`src/rtl/dpram_arb_pkg.sv`:
```
// Shared types for the dual-port RAM port-B arbiter.
// State encoding and default RAM geometry.
package dpram_arb_pkg;

  typedef enum logic [1:0] {
    IDLE,
    ISSUE,
    WAIT,
    DONE
  } arb_state_t;

  localparam int ADDR_W_DEF = 14;
  localparam int DATA_W_DEF = 8;

endpackage

```
`src/rtl/rr_pick.sv`:
```
// Combinational round-robin select: first set request
// at or after ptr, wrapping at N.
module rr_pick
  import dpram_arb_pkg::*;
#(
  parameter int N  = 3,
  parameter int PW = $clog2(N)
) (
  input  logic [N-1:0]  req,
  input  logic [PW-1:0] ptr,
  output logic          valid,
  output logic [PW-1:0] idx
);

  logic [PW:0] s;

  always_comb begin
    valid = 1'b0;
    idx   = '0;
    s     = '0;
    for (int k = 0; k < N; k++) begin
      s = {1'b0, ptr} + (PW+1)'(k);
      if (s >= (PW+1)'(N))
        s = s - (PW+1)'(N);
      if (!valid && req[s[PW-1:0]]) begin
        valid = 1'b1;
        idx   = s[PW-1:0];
      end
    end
  end

endmodule

```
`src/rtl/dpram_b_arbiter.sv`:
```
// Round-robin sequencer sharing RAM port B between
// NUM_REQ requesters, with a watchdog on b_ack.
module dpram_b_arbiter
  import dpram_arb_pkg::*;
#(
  parameter int NUM_REQ = 3,
  parameter int ADDR_W  = ADDR_W_DEF,
  parameter int DATA_W  = DATA_W_DEF,
  parameter int TIMEOUT = 15,
  localparam int GW     = $clog2(NUM_REQ)
) (
  input  logic                      clk_sys,
  input  logic                      reset_n,
  input  logic [NUM_REQ-1:0]        req,
  input  logic [NUM_REQ-1:0]        req_we,
  input  logic [NUM_REQ*ADDR_W-1:0] req_addr,
  input  logic [NUM_REQ*DATA_W-1:0] req_wdata,
  output logic [NUM_REQ-1:0]        ack,
  output logic [NUM_REQ-1:0]        err,
  output logic [DATA_W-1:0]         rdata,
  output logic                      busy,
  output logic [GW-1:0]             grant_id,
  output logic                      ram_cs_b,
  output logic                      ram_we_b,
  output logic [ADDR_W-1:0]         ram_ad_b,
  output logic [DATA_W-1:0]         ram_d_b,
  input  logic                      b_ack,
  input  logic [DATA_W-1:0]         ram_q_b
);

  arb_state_t state, state_d;

  logic [GW-1:0]      ptr;
  logic               we_q;
  logic [3:0]         cnt, cnt_d;
  logic               pick_valid;
  logic [GW-1:0]      pick_idx;
  logic               latch, capture;
  logic [NUM_REQ-1:0] gnt_oh;

  logic [ADDR_W-1:0] addr_a  [NUM_REQ];
  logic [DATA_W-1:0] wdata_a [NUM_REQ];

  for (genvar g = 0; g < NUM_REQ; g++) begin : g_unpack
    assign addr_a[g]  = req_addr[g*ADDR_W +: ADDR_W];
    assign wdata_a[g] = req_wdata[g*DATA_W +: DATA_W];
  end

  rr_pick #(
    .N  (NUM_REQ),
    .PW (GW)
  ) u_pick (
    .req   (req),
    .ptr   (ptr),
    .valid (pick_valid),
    .idx   (pick_idx)
  );

  assign gnt_oh = NUM_REQ'(1) << grant_id;

  always_comb begin
    state_d  = state;
    cnt_d    = cnt;
    latch    = 1'b0;
    capture  = 1'b0;
    ack      = '0;
    err      = '0;
    ram_cs_b = 1'b0;
    ram_we_b = 1'b0;
    busy     = 1'b0;
    unique case (state)
      IDLE: begin
        if (pick_valid) begin
          latch   = 1'b1;
          state_d = ISSUE;
        end
      end
      ISSUE: begin
        ram_cs_b = 1'b1;
        ram_we_b = we_q;
        busy     = 1'b1;
        cnt_d    = '0;
        state_d  = WAIT;
      end
      WAIT: begin
        busy = 1'b1;
        if (b_ack) begin
          capture = 1'b1;
          state_d = DONE;
        end else if (cnt == 4'(TIMEOUT)) begin
          err     = gnt_oh;
          state_d = IDLE;
        end else begin
          cnt_d = cnt + 4'd1;
        end
      end
      DONE: begin
        ack     = gnt_oh;
        state_d = IDLE;
      end
      default: state_d = IDLE;
    endcase
  end

  // Requester inputs are sampled only on the IDLE->ISSUE edge
  always_ff @(posedge clk_sys or negedge reset_n) begin
    if (!reset_n) begin
      state    <= IDLE;
      cnt      <= '0;
      ptr      <= '0;
      grant_id <= '0;
      we_q     <= 1'b0;
      ram_ad_b <= '0;
      ram_d_b  <= '0;
      rdata    <= '0;
    end else begin
      state <= state_d;
      cnt   <= cnt_d;
      if (latch) begin
        grant_id <= pick_idx;
        we_q     <= req_we[pick_idx];
        ram_ad_b <= addr_a[pick_idx];
        ram_d_b  <= wdata_a[pick_idx];
        ptr      <= (pick_idx == GW'(NUM_REQ-1))
                    ? '0 : pick_idx + GW'(1);
      end
      if (capture)
        rdata <= ram_q_b;
    end
  end

endmodule
```
`config.mk`:
```
export PLATFORM = sky130hd
export DESIGN_NAME = dpram_b_arbiter
export DESIGN_NICKNAME = d
export VERILOG_FILES = /design/src/rtl/dpram_arb_pkg.sv /design/src/rtl/rr_pick.sv /design/src/rtl/dpram_b_arbiter.sv
export SDC_FILE = /design/constraint.sdc
export NUM_CORES = 1
export LEC_CHECK = 0
export CORE_ASPECT_RATIO = 1.25
export CORE_UTILIZATION = 35
export DETAILED_ROUTE_END_ITERATION = 6
export GPL_ROUTABILITY_DRIVEN = 0
export PLACE_DENSITY = 0.71
export SKIP_LAST_GASP = 1
export SYNTH_ARGS = -nofsm -noshare
export SYNTH_HDL_FRONTEND = slang
export SYNTH_SLANG_ARGS = --single-unit
```
`constraint.sdc`:
```
create_clock -name clk_sys -period 3.11 [get_ports clk_sys]
set_clock_uncertainty 0.1 [all_clocks]
set_input_delay 0.622 -clock clk_sys [delete_from_list [all_inputs] [get_ports clk_sys]]
set_output_delay 0.622 -clock clk_sys [all_outputs]
set_load 0.1 [all_outputs]
```
==> metrics <==
post-synth top area share 0.398; Syn Nets roughly 330; FF-to-FF Start ptr[1]$_DFFE_PN0P_; via count ~2300; Max Slew Vio Count 0; Routed WL around 7100 um; Fill cells 664; Synth area leader dfrtp_1; share of flip-flops with an asynchronous set or reset 1.00; grt ovf 0; Area contributors post-synth dfrtp_1 (40%), mux2i_1 (10%), o211ai_2 (9.7%); Syn-to-layout area delta 52.9%; post-synthesis instance area ~2600 um^2; unrepaired setup endpoints after global routing false; Die Footprint between 7000 and 8000 um^2; Num CTS Buffers 5; chip height approximately 98 um; DR WL/cell roughly 16 um; Critical Path Start Type register; CP Max Fanout 5; postcts setup bufs 0; slew at the pin closest to its max-slew limit 0.935 ns; CTS tree built; HPWL Detailed 5230 um; period utilization 0.900; Rows 34; pre-CTS WS approximately 0.35 ns; Cell variety after synth 43; vias in the first global route roughly 2300; Die Wd between 70 and 80 um; H-tree levels 2; DR pass1 iterations 4; Yosys warning total 0; gr usage total 0.189; Tmin final approximately 2.8 ns; register area share after synthesis 0.398; placed cell count 444; setup violators final 0; Skew-Pair Late Insertion Delay slightly below 0.3 ns; crit path kind register to primary output; Worst Path Arrival 2.08 ns; largest net degree at the start of global routing between 40 and 50; clock slew at reported path FFs roughly 0.080 ns; # DRC 0; Vias/cell 5.01; number of flops mapped to enable cells by yosys 0; share of layout cells above drive strength 1 0.268; initial antenna violation count 0; Root Buffer clkbuf_8; drt initial violations 60; hold_buf cts 0; FF-to-FF path depth 9; critical path startpoint state[0]$_DFFE_PN0P_; non-filler cells, final between 400 and 500; post_cts resized 0; CTS Sinks 41; top_reg_cell synth dfrtp_1; final hold viol count 0; Syn Inst Count around 240; nets@finish 454; Max Cap Viol 0; fmax ~360 MHz; initial core utilization 0.365; Reg2Reg Setup Slack 0.60 ns; setup ws final between 0.3 and 0.4 ns; Worst EP required 2.39 ns; Slew HR 0.376; first-pass GRT wire length ~11000 um; clk buf depth 2; status complete, no violations; flops & latches, synth 41; # port buffers roughly 120; io pins 124; CP Capture Type primary output; reg2reg end ram_ad_b[5]$_DFFE_PN0P_; HP Class primary input to async pin; antenna viol nets, final 0; n_diodes 0; syn avg cell area 10.8 um^2; CORE AREA roughly 7000 um^2
==> final cells by class <==
class                   count  area, um^2  area share
inverters                   6        22.5     0.00572
multi-input cells         177        1450       0.369
clock buffers               5        68.8      0.0175
well taps                  90         113      0.0286
flip-flops and latches     41        1030       0.260
repair buffers            130        1240       0.314
clock inverters             3        17.5     0.00445
==> cells in the mapped netlist, drive strengths merged (3+ instances only) <==
| library cell | number |
|---|---|
| a21oi | 3 |
| buf | 13 |
| dfrtp | 41 |
| ha | 10 |
| inv | 6 |
| mux2 | 9 |
| mux2i | 29 |
| nand2 | 33 |
| nand3 | 26 |
| nor2 | 6 |
| nor3b | 4 |
| o211ai | 24 |
| o21ai | 6 |
==> state kept, by name, summed over array words and instances (netlist names) <==
name,count
ram_d_b,8
ram_ad_b,14
rdata,8
grant_id,2
cnt,4
ptr,2
we_q,1
state,2
==> cells in the final DEF (no fill, tap or decap), types with 3 or more instances in the layout <==
| master | count |
|---|---|
| a21oi_1 | 3 |
| buf_12 | 5 |
| buf_4 | 43 |
| clkbuf_8 | 5 |
| clkdlybuf4s50_1 | 81 |
| dfrtp_1 | 41 |
| ha_1 | 10 |
| inv_1 | 6 |
| mux2_2 | 8 |
| mux2i_1 | 27 |
| nand2_1 | 33 |
| nand3_1 | 26 |
| nor2_1 | 6 |
| nor3b_2 | 3 |
| o211ai_1 | 4 |
| o211ai_2 | 20 |
| o21ai_1 | 3 |
==> per-stage QoR <==
stage | setup TNS, ns | util | hold slack [ns] | cell area, um^2
2_1_floorplan | -0.0877 | - | 0.226 | 2600
3_3_place_gp | 0 | 0.546 | 0.374 | 3850
3_5_place_dp | 0 | 0.546 | 0.376 | 3850
4_1_cts | 0 | 0.558 | 0.400 | 3940
5_1_grt | 0 | 0.558 | 0.409 | 3940
6_report | 0 | 0.558 | 0.361 | 3940
==> kinds of logic (layout without fill, tap and decap cells) <==
family,after synthesis,in the layout,synth area share
AND/OR/NAND/NOR,84,84,0.161
AO/OA/AOI/OAI,44,44,0.182
flip-flops,41,41,0.398
multiplexers,38,38,0.158
buffers and inverters,21,144,0.0490
adder cells (fa/ha/maj),10,10,0.0485
XOR/XNOR,1,1,0.00340
==> layer usage <==
| layer | vias up | GRT usage | share of wire |
|---|---|---|---|
| li1 | 1110 | - | - |
| met1 | 1085 | 0.229 | 0.41 |
| met2 | 64 | 0.332 | 0.53 |
| met3 | 4 | 0.0421 | 0.052 |
| met4 | 0 | 0.0513 | 0.0072 |
| met5 | - | 0 | 0 |
==> worst max path at each step <==
stage and end:
2_1_floorplan err[1], 3_3_place_gp ram_ad_b[10]$_DFFE_PN0P_, 3_5_place_dp ram_d_b[4]$_DFFE_PN0P_, 4_1_cts err[1], 5_1_grt err[1], 6_report err[1]
==> worst max-delay path: stages (launching register included) <==
cell and delay [ns]:
dfrtp_1 0.42, inv_1 0.14, ha_1 0.22, inv_1 0.08
or3_1 0.44, nor3b_2 0.28, buf_12 0.21
Power is not shown: default switching activity piles up to over one toggle a cycle in this logic, so the estimate is an artifact.
